==> config.mk <==
export PLATFORM = sky130hd
export DESIGN_NAME = pipe_adder_flat
export DESIGN_NICKNAME = d
export VERILOG_FILES = /design/src/rtl/pipe_adder_if.sv /design/src/rtl/pipe_adder.sv /design/src/flat_wrapper.sv
export SDC_FILE = /design/constraint.sdc
export NUM_CORES = 1
export LEC_CHECK = 0
export CAP_MARGIN = 25
export CORE_ASPECT_RATIO = 0.5
export CORE_MARGIN = 2
export CORE_UTILIZATION = 49
export CTS_CLUSTER_SIZE = 14
export DETAILED_ROUTE_END_ITERATION = 8
export GPL_TIMING_DRIVEN = 0
export PLACE_DENSITY = 0.87
export SLEW_MARGIN = 20
export SYNTH_ARGS = -nofsm -noshare
export SYNTH_HDL_FRONTEND = slang
export SYNTH_SLANG_ARGS = --single-unit
==> constraint.sdc <==
create_clock -name clk -period 6.2 [get_ports clk]
set_input_delay 0.62 -clock clk [delete_from_list [all_inputs] [get_ports clk]]
set_output_delay 0.62 -clock clk [all_outputs]
set_load 0.005 [all_outputs]
==> src/rtl/pipe_adder_if.sv <==
// Operand/result bus for pipe_adder.
// Input side: in_valid/in_ready handshake carrying opr0, opr1, minus, plus flush.
// Output side: out_valid/out_ready handshake carrying result, ovf, zero.
// master drives operands and consumes results; slave is the adder.
interface pipe_adder_if #(
  parameter int unsigned WIDTH = 32
) ();

  logic             in_valid;
  logic             in_ready;
  logic [WIDTH-1:0] opr0;
  logic [WIDTH-1:0] opr1;
  logic             minus;
  logic             flush;
  logic             out_valid;
  logic             out_ready;
  logic [WIDTH:0]   result;
  logic             ovf;
  logic             zero;

  modport master (
    output in_valid, opr0, opr1, minus, flush, out_ready,
    input  in_ready, out_valid, result, ovf, zero
  );

  modport slave (
    input  in_valid, opr0, opr1, minus, flush, out_ready,
    output in_ready, out_valid, result, ovf, zero
  );

endinterface

==> src/rtl/pipe_adder.sv <==
// Pipelined add/subtract unit, one CW = WIDTH/STAGES bit chunk per stage.
// Ports:
//   clk  - clock, rising edge
//   rst  - synchronous active-high reset
//   bus  - pipe_adder_if.slave: operands in, result/ovf/zero out, flush
// Subtract is opr0 + ~opr1 + 1. Chunk k is added in stage k; its carry and
// the operand bits not yet consumed are registered into stage k+1. The last
// stage's registers are the output registers, so latency is STAGES cycles.
// A single global stall (output valid but not taken) freezes every stage.
module pipe_adder #(
  parameter int unsigned WIDTH  = 32,
  parameter int unsigned STAGES = 4
) (
  input logic        clk,
  input logic        rst,
  pipe_adder_if.slave bus
);

  localparam int unsigned CW = WIDTH / STAGES;

  logic stall;
  logic accept;

  // Index k holds the inputs seen by stage k.
  logic [STAGES-1:0]            stg_v;
  logic [STAGES-1:0]            stg_m;
  logic [STAGES-1:0]            stg_c;
  logic [STAGES-1:0][WIDTH-1:0] stg_a;
  logic [STAGES-1:0][WIDTH-1:0] stg_b;
  logic [STAGES-1:0][WIDTH-1:0] stg_s;

  logic           out_valid_q;
  logic [WIDTH:0] result_q;
  logic           ovf_q;
  logic           zero_q;

  assign stall        = out_valid_q & ~bus.out_ready;
  assign bus.in_ready = ~stall & ~bus.flush;
  assign accept       = bus.in_valid & bus.in_ready;

  // Stage 0 is fed straight from the bus; b is pre-inverted for subtract and
  // the carry-in supplies the +1.
  assign stg_v[0] = accept;
  assign stg_m[0] = bus.minus;
  assign stg_c[0] = bus.minus;
  assign stg_a[0] = bus.opr0;
  assign stg_b[0] = bus.minus ? ~bus.opr1 : bus.opr1;
  assign stg_s[0] = '0;

  for (genvar k = 0; k < STAGES; k++) begin : g_stage
    logic [CW:0]      chunk_sum;
    logic [WIDTH-1:0] sum_d;

    assign chunk_sum = {1'b0, stg_a[k][k*CW +: CW]} + {1'b0, stg_b[k][k*CW +: CW]}
                     + {{CW{1'b0}}, stg_c[k]};

    always_comb begin
      sum_d                = stg_s[k];
      sum_d[k*CW +: CW]    = chunk_sum[CW-1:0];
    end

    if (k < STAGES - 1) begin : g_mid
      logic             v_q;
      logic             m_q;
      logic             c_q;
      logic [WIDTH-1:0] a_q;
      logic [WIDTH-1:0] b_q;
      logic [WIDTH-1:0] s_q;

      always_ff @(posedge clk) begin
        if (rst || bus.flush) begin
          v_q <= 1'b0;
        end else if (!stall) begin
          v_q <= stg_v[k];
        end
      end

      // Datapath is don't-care while invalid, so it carries no reset.
      always_ff @(posedge clk) begin
        if (!stall) begin
          m_q <= stg_m[k];
          c_q <= chunk_sum[CW];
          a_q <= stg_a[k];
          b_q <= stg_b[k];
          s_q <= sum_d;
        end
      end

      assign stg_v[k+1] = v_q;
      assign stg_m[k+1] = m_q;
      assign stg_c[k+1] = c_q;
      assign stg_a[k+1] = a_q;
      assign stg_b[k+1] = b_q;
      assign stg_s[k+1] = s_q;
    end else begin : g_last
      logic           a_msb;
      logic           b_msb;
      logic           s_msb;
      logic [WIDTH:0] result_d;
      logic           ovf_d;
      logic           zero_d;
      logic           unused_skew;

      assign a_msb = stg_a[k][WIDTH-1];
      assign b_msb = stg_b[k][WIDTH-1];
      assign s_msb = chunk_sum[CW-1];

      // For subtract the top bit is a borrow: set when there was no carry out.
      assign result_d = {chunk_sum[CW] ^ stg_m[k], sum_d};
      assign ovf_d    = (a_msb == b_msb) && (s_msb != a_msb);
      assign zero_d   = (sum_d == '0);

      // Lower chunks of the skewed operands are already consumed here.
      assign unused_skew = ^{stg_a[k], stg_b[k]};

      always_ff @(posedge clk) begin
        if (rst) begin
          out_valid_q <= 1'b0;
          result_q    <= '0;
          ovf_q       <= 1'b0;
          zero_q      <= 1'b0;
        end else begin
          if (bus.flush) begin
            out_valid_q <= 1'b0;
          end else if (!stall) begin
            out_valid_q <= stg_v[k];
          end
          if (!stall) begin
            result_q <= result_d;
            ovf_q    <= ovf_d;
            zero_q   <= zero_d;
          end
        end
      end
    end
  end

  assign bus.out_valid = out_valid_q;
  assign bus.result    = result_q;
  assign bus.ovf       = ovf_q;
  assign bus.zero      = zero_q;

endmodule

==> src/flat_wrapper.sv <==
// flat-port wrapper written by rule: the top's interface ports become plain ports
module pipe_adder_flat 
#(
  parameter int unsigned WIDTH  = 32,
  parameter int unsigned STAGES = 4
)
  (clk, rst, bus_in_valid, bus_opr0, bus_opr1, bus_minus, bus_flush, bus_out_ready, bus_in_ready, bus_out_valid, bus_result, bus_ovf, bus_zero);
  pipe_adder_if #(.WIDTH(WIDTH)) bus_i ();
  input logic clk;
  input logic rst;
  input wire logic [$bits(bus_i.in_valid)-1:0] bus_in_valid;
  input wire logic [$bits(bus_i.opr0)-1:0] bus_opr0;
  input wire logic [$bits(bus_i.opr1)-1:0] bus_opr1;
  input wire logic [$bits(bus_i.minus)-1:0] bus_minus;
  input wire logic [$bits(bus_i.flush)-1:0] bus_flush;
  input wire logic [$bits(bus_i.out_ready)-1:0] bus_out_ready;
  output wire logic [$bits(bus_i.in_ready)-1:0] bus_in_ready;
  output wire logic [$bits(bus_i.out_valid)-1:0] bus_out_valid;
  output wire logic [$bits(bus_i.result)-1:0] bus_result;
  output wire logic [$bits(bus_i.ovf)-1:0] bus_ovf;
  output wire logic [$bits(bus_i.zero)-1:0] bus_zero;
  assign bus_i.in_valid = bus_in_valid;
  assign bus_i.opr0 = bus_opr0;
  assign bus_i.opr1 = bus_opr1;
  assign bus_i.minus = bus_minus;
  assign bus_i.flush = bus_flush;
  assign bus_i.out_ready = bus_out_ready;
  assign bus_in_ready = bus_i.in_ready;
  assign bus_out_valid = bus_i.out_valid;
  assign bus_result = bus_i.result;
  assign bus_ovf = bus_i.ovf;
  assign bus_zero = bus_i.zero;
  pipe_adder #(.WIDTH(WIDTH), .STAGES(STAGES)) u_core (.clk(clk), .rst(rst), .bus(bus_i));
endmodule
Yosys cells after proc, flatten, opt, wreduce, memory -nomap -nowiden
Index checks and enable logic that the tools add are counted.
{"block": "op_classes", "addsub": 8, "mul": 0, "div_mod_pow": 0, "magnitude_cmp": 0, "n_eq_ne": 2, "shifts": 0, "mux": 1, "bitwise_logic": 8, "reduce_logical": 4}
{"op": "adder 8 x 8 -> 9 bit", "n": 4}
{"op": "adder 9 x 1 -> 9 bit", "n": 4}
{"op": "logical NOT 32 bit", "n": 1}
{"op": "2-to-1 mux 32 bit", "n": 1}
{"op": "inverter 32 bit", "n": 1}
{"op": "AND 1 bit", "n": 3}
{"op": "inverter 1 bit", "n": 3}
{"op": "OR reduction 2 bit", "n": 1}
{"op": "== test 1 bit", "n": 1}
{"op": "logical AND 1 bit", "n": 1}
{"op": "logical OR 1 bit", "n": 1}
{"op": "!= test 1 bit", "n": 1}
{"op": "bitwise XOR 1 bit", "n": 1}
{"block": "totals", "ff_bits": 285, "latch_bits": 0, "ramBits": 0, "rom_bits": 0, "inputBits": 70, "output_inout_bits": 37, "mem_count": 0}

Logic depth before layout (Yosys ltp)
Gate-level depths: netlist of the first run.
{"block": "depth", "depth_word": 5, "ltp_mapped": 10}

Least setup slack after synthesis of the first run
Ideal clock, no wire load.
{"block": "synth_path", "kind": "input to register", "startpoint": "in bus_out_ready", "endpoint": "reg u_core.result_q[25] (netlist: u_core.bus.result[25])", "setup_ns": 0.349, "arrival_ns": 5.467, "required_time_ns": 5.851, "setup_slack_ns": 0.384, "cell_stages": 5, "path_buffers": 2, "path_cell_list": "nor2b_1 > buf_2 > inv_6 > clkbuf_1 > a211oi_1"}
{"block": "synth_via", "elab_chain_len": 2}
{"item": "from (decl)", "line_no": "flat_wrapper.sv:16", "rtl": "input wire logic [$bits(bus_i.out_ready)-1:0] bus_out_ready;"}
{"item": "inverter 1 bit", "line_no": "pipe_adder.sv:37", "rtl": "assign stall = out_valid_q & ~bus.out_ready;"}
{"item": "AND 1 bit", "line_no": "pipe_adder.sv:37"}
{"item": "to (signal assigned)", "line_no": "pipe_adder.sv:129", "rtl": "result_q <= result_d;"}
{"item": "to (decl)", "line_no": "pipe_adder.sv:33", "rtl": "logic [WIDTH:0] result_q;"}
Every way passes these cells.
A chain may end at the register's enable or synchronous reset.

Final worst setup path of the first run
{"block": "layout_path", "startpoint": "in bus_minus", "endpoint": "reg u_core.g_stage[0].g_mid.c_q, data pin"}
{"block": "layout_via", "elab_chain_len": 3}
{"item": "from (decl)", "line_no": "flat_wrapper.sv:14", "rtl": "input wire logic [$bits(bus_i.minus)-1:0] bus_minus;"}
{"item": "2-to-1 mux 32 bit", "line_no": "pipe_adder.sv:47", "rtl": "assign stg_b[0] = bus.minus ? ~bus.opr1 : bus.opr1;"}
{"item": "adder 8 x 8 -> 9 bit", "line_no": "pipe_adder.sv:54", "rtl": "assign chunk_sum = {1'b0, stg_a[k][k*CW +: CW]} + {1'b0, stg_b[k][k*CW +: CW]}"}
{"item": "adder 9 x 1 -> 9 bit (*)", "line_no": "pipe_adder.sv:55", "rtl": "+ {{CW{1'b0}}, stg_c[k]};"}
{"item": "named net u_core.g_stage[0].chunk_sum[8]", "line_no": "pipe_adder.sv:51", "rtl": "logic [CW:0] chunk_sum;"}
{"item": "to (signal assigned)", "line_no": "pipe_adder.sv:82", "rtl": "c_q <= chunk_sum[CW];"}
{"item": "to (decl)", "line_no": "pipe_adder.sv:65", "rtl": "logic c_q;"}
Mark *: on every way through the listed nets, which the timed path passes. The rest lies on a longest branch.

==> results.tsv, run 1 <==
stage	metric	value	unit
synthesis	ys_seq_elements	189	
worst_setup_path	r2r_end	u_core.bus.zero$_SDFFE_PP0N_	
routing	vias	4421	
sta	fmax	272	MHz
global_route	grt_first_pass_wirelength	22600	microns
synthesis	synth_nets	631	
synthesis	synth.top_cell.area_share	60.4	%
routing	ant_nets	0	
worst_setup_path	path_class	primary input to flip-flop	
routing	viasPerCell	5.12	
power_and_ir_drop	power_density	334	nW/um^2
worst_setup_path	cp_max_fo	10	
worst_setup_path	critPathMaxStageDelay	0.65	ns
clock_network	hold_buffers	0	
sta	hold_viol	0	
die	coreArea	14700	sq um
clock_network	path_clk_slew	0.07	ns
place	portBuffers	106	
worst_setup_path	crit_path_top_delay_cell	buf_1	
sta	worst_pin_slew	0.782	ns
synthesis	yosys-top-cells-area	edfxtp_1, dfxtp_1, ha_1	
sta	worst_clock_skew	0.00940	ns
hold_path	hold_end	u_core.g_stage[2].g_mid.s_q[7]$_DFFE_PN_	
worst_setup_path	crit_chain	clkdlybuf4s50_1 > clkbuf_1 > buf_1 > xor2_1 > fa_1 > a21o_1 > a21oi_1 > o21bai_1 > a21oi_1 > o21ai_0	
synthesis	syn_inst	526	
routing	avgRoutedWirePerCell	16.7	microns
final_layout	antenna_cells	0	
synthesis	synth.distinct_cells	41	
worst_setup_path	endpoint_kind	flip-flop	
worst_setup_path	r2r_start	u_core.g_stage[2].g_mid.a_q[24]$_DFFE_PN_	
synthesis	ys.flop_type	edfxtp_1	
sta	hold_slack	0.412	ns
hold_path	min-delay-start	u_core.g_stage[1].g_mid.s_q[7]$_DFFE_PN_	
synthesis	synth_edf_count	150	
synthesis	yosysWarningCount	0	
sta	grt_setup_unrepaired	false	
synthesis	synth_sequential_area_ratio	70.8	%
synthesis	synth_fa_ha_area_share	6.57	%
global_route	grt_pass1_vias	4504	
die	die_x	179	microns
synthesis	synth-simple-area-share	7.90	%
clock_network	numCtsBuffers	17	
global_route	grt_overflow_total	0	
routing	drcViolationCount	0	
global_route	antenna_found_initial	0	
place	place_hpwl	10200	microns
outcome	status	complete, no violations	
worst_setup_path	crit_family	buffers and inverters	
worst_setup_path	worst-path-buf-inv	3	
worst_setup_path	r2r_cells	9	
die	floorplan.initialDensity	50.9	%
power_and_ir_drop	peakVddDrop	0.139	mV
power_and_ir_drop	leakagePower	3.62	nW
routing	drt-total-wl	14400	microns
flow_run	max_cap_viol_count	0	
synthesis	synth_top_family_by_area	simple AND/OR/NAND/NOR gates	
clock_network	htreeDepth	4	
place	placed_cell_area	8830	sq um
worst_setup_path	startpoint	bus_minus	
clock_network	cts_root_buffer	clkbuf_16	
worst_setup_path	critical_path_arrival	3.81	ns
final_layout	design_area	9400	sq um
die	dieArea	16300	sq um
routing	drt_pre_antenna_iters	5	
sta	period_share	59.2	%
final_layout	drive_above_1_share	6.01	%
power_and_ir_drop	total_power	0.00314	W
worst_setup_path	startpoint_type	primary input	
hold_path	hold_depth	0	
clock_network	postCtsSetupRepairBufs	0	
clock_network	clockBufferDepth	2	
routing	drtIter0Drc	348	
clock_network	cts_resized	0	
synthesis	synth.avg_cell_area	14.2	sq um
place	gp_congestion	0.812	
sta	period_needed	3.67	ns
final_layout	nets	758	
die	die_y	91.3	microns
synthesis	synth_top_cell_by_area	edfxtp_1	
worst_setup_path	crit_top_cell	a21oi_1	
sta	setup_tns	0	ns
die	rows	31	
final_layout	area_growth	25.9	%
global_route	grt_start_max_net_pins	63	
clock_network	cts_tree	built	
synthesis	syn_area	7460	sq um
sta	slew_viol_final	0	
synthesis	synth_xor_area_share	6.10	%
synthesis	ys_async_sr_fraction	0	%
worst_setup_path	cp.required	6.34	ns
die	ioPinCount	107	
sta	finalSetupViolations	0	
hold_path	hp-class	flip-flop to flip-flop	
clock_network	clock_latency	0.42	ns
synthesis	synth-compound-area-share	6.00	%
sta	slew_headroom	47.9	%
worst_setup_path	crit_cells	10	
synthesis	muxShareOfSynthArea	0.553	%
global_route	track_usage	18.5	%
clock_network	cts_sinks	189	
worst_setup_path	r2r_slack	3.36	ns
## power breakdown
part,internal [W],leakage [nW],total (W),switching (W)
logic,0.000231,1.43,0.000433,0.000202
registers,0.00159,1.91,0.00167,0.0000836
clock network,0.000582,0.279,0.00103,0.000450
## layout by cell type (no fill, tap or decap), types with 3 or more instances in the layout
cell type	synthesis	final
a21oi_1	48	48
xor2_1	40	40
fa_1	7	7
buf_1	4	4
nor2_1	21	21
or3_1	4	4
nor3_1	11	11
o21bai_1	4	4
ha_1	28	28
xnor2_1	12	12
inv_1	19	19
clkdlybuf4s50_1	0	106
o21ai_1	3	3
nor2b_1	5	5
mux2i_1	3	3
dfxtp_1	39	39
o21ai_0	10	10
edfxtp_1	150	150
clkbuf_16	0	19
nand3_1	6	6
nor4_1	5	5
clkbuf_8	1	3
o21a_1	3	3
clkbuf_1	9	10
nand2_1	70	70
## synth_stat cells (all sizes together) (7+ instances only)
cell type,number
nor3,12
nand2,70
xnor2,12
fa,7
ha,28
clkbuf,10
xor2,40
dfxtp,39
a21oi,49
o21ai,13
nor2,21
inv,20
edfxtp,150
## flip-flops by register name, indices dropped and copies added, names as in the netlist
name                      cells
u_core.g_stage.g_mid.m_q      3
u_core.bus.ovf                1
u_core.g_stage.g_mid.s_q     48
u_core.bus.out_valid          1
u_core.g_stage.g_mid.b_q     48
u_core.g_stage.g_mid.v_q      3
u_core.bus.result            33
u_core.bus.zero               1
u_core.g_stage.g_mid.c_q      3
u_core.g_stage.g_mid.a_q     48
## worst max path at each step
stage                                                  endpoint  slack (ns)
after floorplan              u_core.bus.result[25]$_SDFFE_PP0N_        0.38
after global placement       u_core.bus.result[25]$_SDFFE_PP0N_       -1.52
after detailed placement  u_core.g_stage[0].g_mid.c_q$_DFFE_PN_        2.07
after CTS                 u_core.g_stage[0].g_mid.c_q$_DFFE_PN_        2.50
after global routing      u_core.g_stage[0].g_mid.c_q$_DFFE_PN_        2.32
final                     u_core.g_stage[0].g_mid.c_q$_DFFE_PN_        2.53
## through the flow
| stage | util (%) | std cells | setup slack, ns |
|---|---|---|---|
| after floorplan | - | 526 | 0.384 |
| after global placement | 59.8 | 830 | -1.52 |
| after detailed placement | 60.2 | 832 | 2.07 |
| after CTS | 64.1 | 864 | 2.50 |
| after global routing | 64.1 | 864 | 2.32 |
| final | 64.1 | 864 | 2.53 |
## kinds of logic after synthesis
group	count (synthesis)
buffers and inverters	36
adder cells (fa/ha/maj)	35
AO/OA/AOI/OAI	79
flip-flops	189
multiplexers	4
AND/OR/NAND/NOR	131
XOR/XNOR	52
## worst reg2reg max path: cells and delay by family, from the launching register on
kind                     cells  cell delay (ns)
AND/OR/NAND/NOR              5             1.38
buffers and inverters        1             0.09
flip-flops                   1             0.35
adder cells (fa/ha/maj)      2             0.81
AO/OA/AOI/OAI                1             0.15
## layout make-up
class,count,area [sq um]
Sequential cell,189,5290
Buffer,16,76.3
Timing Repair Buffer,108,1120
Clock buffer,23,510
Multi-Input combinational cell,301,2020
Fill cell,1013,5260
Clock inverter,9,57.6
Inverter,20,80.1
Tap cell,198,248
## per-layer routing
layer / vias up / track usage, % / share of wire [%]
met2: 151 / 31.3 / 51
met4: 0 / 9.35 / 2.8
met3: 34 / 3.85 / 5.6
li1: 2137 / - / -
met5: - / 0 / 0
met1: 2099 / 22.6 / 41
Note: power is estimated with default switching activity, not from simulation.
==> inputs of run 2 (changes only) <==
==> constraint.sdc (replaced) <==
create_clock -name clk -period 3.05 [get_ports clk]
set_input_delay 0.305 -clock clk [delete_from_list [all_inputs] [get_ports clk]]
set_output_delay 0.305 -clock clk [all_outputs]
set_load 0.005 [all_outputs]
==> run 2 against run 1 <==
Routed wire length fell by 1.2%; clock skew grew 0.0011 ns; sequential power is 100% higher; global-route usage down 0.25 points; count of clock-buffer cells in the layout fell by 5; setup slack got worse by 2.4 ns; combinational power grew 100%; largest cell class unchanged.
==> results.tsv, run 2 (synthesized netlist as in run 1, its figures left out) <==
stage	metric	value	unit	change
outcome	status	complete, no violations		
power_and_ir_drop	power_density	693	nW/um^2	+110%
final_layout	nets	757		-0.13%
sta	grt_setup_unrepaired	false		
power_and_ir_drop	peakVddDrop	0.306	mV	+120%
worst_setup_path	r2r_cells	9		unchanged
power_and_ir_drop	leakagePower	3.62	nW	about the same
routing	ant_nets	0		unchanged
die	ioPinCount	107		unchanged
place	post-place-ws	-0.662	ns	-2.74 ns
sta	fmax	342	MHz	
die	rows	31		unchanged
sta	worst_pin_slew	0.755	ns	-0.0264 ns
clock_network	clockBufferDepth	2		unchanged
worst_setup_path	cp_max_fo	2		-8
sta	slew_viol_final	0		unchanged
place	place_hpwl	9750	microns	-4.4%
sta	setup_tns	0	ns	unchanged
final_layout	layout_commonest_cell	edfxtp_1		
final_layout	antenna_cells	0		unchanged
global_route	antenna_found_initial	0		unchanged
sta	period_share	95.9	%	
clock_network	cts_root_buffer	clkbuf_16		
clock_network	path_clk_slew	0.07	ns	about the same
routing	avgRoutedWirePerCell	16.5	microns	-1.1%
global_route	grt_first_pass_wirelength	22400	microns	-1.0%
place	portBuffers	106		unchanged
global_route	grt_overflow_total	0		unchanged
flow_run	max_cap_viol_count	0		unchanged
routing	drt-total-wl	14300	microns	-1.2%
worst_setup_path	critical_path_arrival	3.29	ns	-0.52 ns
worst_setup_path	endpoint_kind	flip-flop		
clock_network	clock_latency	0.43	ns	about the same
worst_setup_path	r2r_start	u_core.g_stage[2].g_mid.b_q[24]$_DFFE_PN_		
hold_path	min-delay-start	u_core.g_stage[0].g_mid.b_q[26]$_DFFE_PN_		
sta	hold_viol	0		unchanged
clock_network	cts_tree	built		
worst_setup_path	cp.required	3.41	ns	-2.93 ns
final_layout	final_cell_mix	edfxtp_1, clkdlybuf4s50_1, nand2_1		
routing	drcViolationCount	0		unchanged
hold_path	hp-class	flip-flop to flip-flop		
worst_setup_path	r2r_slack	0.13	ns	-3.23 ns
clock_network	htreeDepth	4		unchanged
place	gp_congestion	0.762		-6.1%
global_route	grt_start_max_net_pins	95		+51%
sta	finalSetupViolations	0		unchanged
global_route	track_usage	18.3	%	-0.25 points
hold_path	hold_depth	0		unchanged
routing	drtIter0Drc	316		-9.2%
worst_setup_path	path_class	flip-flop to flip-flop		
final_layout	area_growth	26.1	%	
routing	drt_pre_antenna_iters	4		-1
final_layout	drive_above_1_share	6.02	%	+0.0090 points
routing	viasPerCell	5.12		+0.14%
routing	vias	4422		+0.023%
die	die_x	179	microns	unchanged
worst_setup_path	startpoint_type	flip-flop		
clock_network	cts_sinks	189		unchanged
die	floorplan.initialDensity	50.9	%	unchanged
die	dieArea	16300	sq um	unchanged
final_layout	seqCellArea	5290	sq um	unchanged
final_layout	top_regs	u_core.g_stage.g_mid.a_q: 48 flops, u_core.g_stage.g_mid.b_q: 48 flops, u_core.g_stage.g_mid.s_q: 48 flops		
worst_setup_path	r2r_end	u_core.bus.zero$_SDFFE_PP0N_		
global_route	grt_pass1_vias	4463		-0.91%
clock_network	hold_buffers	0		unchanged
sta	setup_ws	0.125	ns	-2.40 ns
sta	slew_headroom	49.7	%	+1.8 points
die	coreArea	14700	sq um	unchanged
final_layout	fillers	1023		+0.99%
sta	worst_clock_skew	0.0105	ns	+0.00106 ns
clock_network	numCtsBuffers	17		unchanged
die	die_y	91.3	microns	unchanged
sta	period_needed	2.92	ns	
final_layout	multi_input_area	2020	sq um	unchanged
hold_path	hold_end	u_core.g_stage[1].g_mid.b_q[26]$_DFFE_PN_		
-- run 2: how the worst max path moves through the flow --
| stage | slack [ns] | cells past startpoint | startpoint | end |
|---|---|---|---|---|
| finish | 0.13 | 9 | u_core.g_stage[2].g_mid.b_q[24]$_DFFE_PN_ | u_core.bus.zero$_SDFFE_PP0N_ |
| global route | 0.02 | 10 | bus_minus | u_core.g_stage[0].g_mid.c_q$_DFFE_PN_ |
| CTS | 0.13 | 10 | bus_minus | u_core.g_stage[0].g_mid.c_q$_DFFE_PN_ |
| detailed placement | -0.66 | 10 | bus_minus | u_core.g_stage[0].g_mid.c_q$_DFFE_PN_ |
| global placement | -0.63 | 10 | bus_minus | u_core.g_stage[0].g_mid.c_q$_DFFE_PN_ |
| floorplan | 0.53 | 9 | bus_minus | u_core.g_stage[0].g_mid.c_q$_DFFE_PN_ |
-- run 2: what timing repair did --
item	CTS	global route
resized for setup	1	1
setup endpoints to repair	2	1
gates cloned	0	0
buffers inserted	0	0
-- run 2: layout make-up --
cell class / count / share of cell area (%)
flip-flops and latches: 189 / 56.2
multi-input cells: 301 / 21.5
repair buffers: 107 / 11.6
clock buffers: 18 / 4.56
well taps: 198 / 2.63
clock inverters: 14 / 1.78
plain buffers: 16 / 0.918
inverters: 20 / 0.851
-- run 2: through the flow --
step / area [sq um] / hold WS (ns) / std cells / total power (W) / util [%]
after floorplan: 7470 / 0.382 / 526 / 0.00386 / -
after global placement: 8770 / 0.400 / 830 / 0.00424 / 59.8
after global routing: 9410 / 0.416 / 863 / 0.00677 / 64.2
final: 9410 / 0.415 / 863 / 0.00652 / 64.2
after CTS: 9410 / 0.413 / 863 / 0.00654 / 64.2
after detailed placement: 8810 / 0.405 / 831 / 0.00431 / 60.1
-- run 2: metal layers --
layer	vias up	part of all wire [%]	GRT usage [%]
li1	2134	-	-
met4	0	2.4	8.13
met2	150	49	29.8
met3	30	5.8	4.98
met5	-	0	0
met1	2108	43	22.9
-- run 2: power breakdown --
group	switching (W)	leakage (nW)	internal (W)
registers	0.000172	1.91	0.00323
clock network	0.000950	0.285	0.00129
logic	0.000408	1.43	0.000471
-- run 2: critical path, stage by stage, from the launching register on --
cell	delay [ns]
edfxtp_1	0.41
fa_1	0.51
inv_1	0.11
fa_1	0.23
xor2_1	0.33
nand4_1	0.24
nor3_1	0.28
nand3_1	0.11
or4b_1	0.49
a21oi_1	0.15
==> inputs of run 3 (changes only) <==
--- a/config.mk
+++ b/config.mk
@@ -5,7 +5,7 @@
 export SDC_FILE = /design/constraint.sdc
 export NUM_CORES = 1
 export LEC_CHECK = 0
-export CAP_MARGIN = 25
+export CAP_MARGIN = 15
 export CORE_ASPECT_RATIO = 0.5
 export CORE_MARGIN = 2
 export CORE_UTILIZATION = 49
==> results of run 3 <==
Final layout, timing and power as in run 2 (identical DEF).
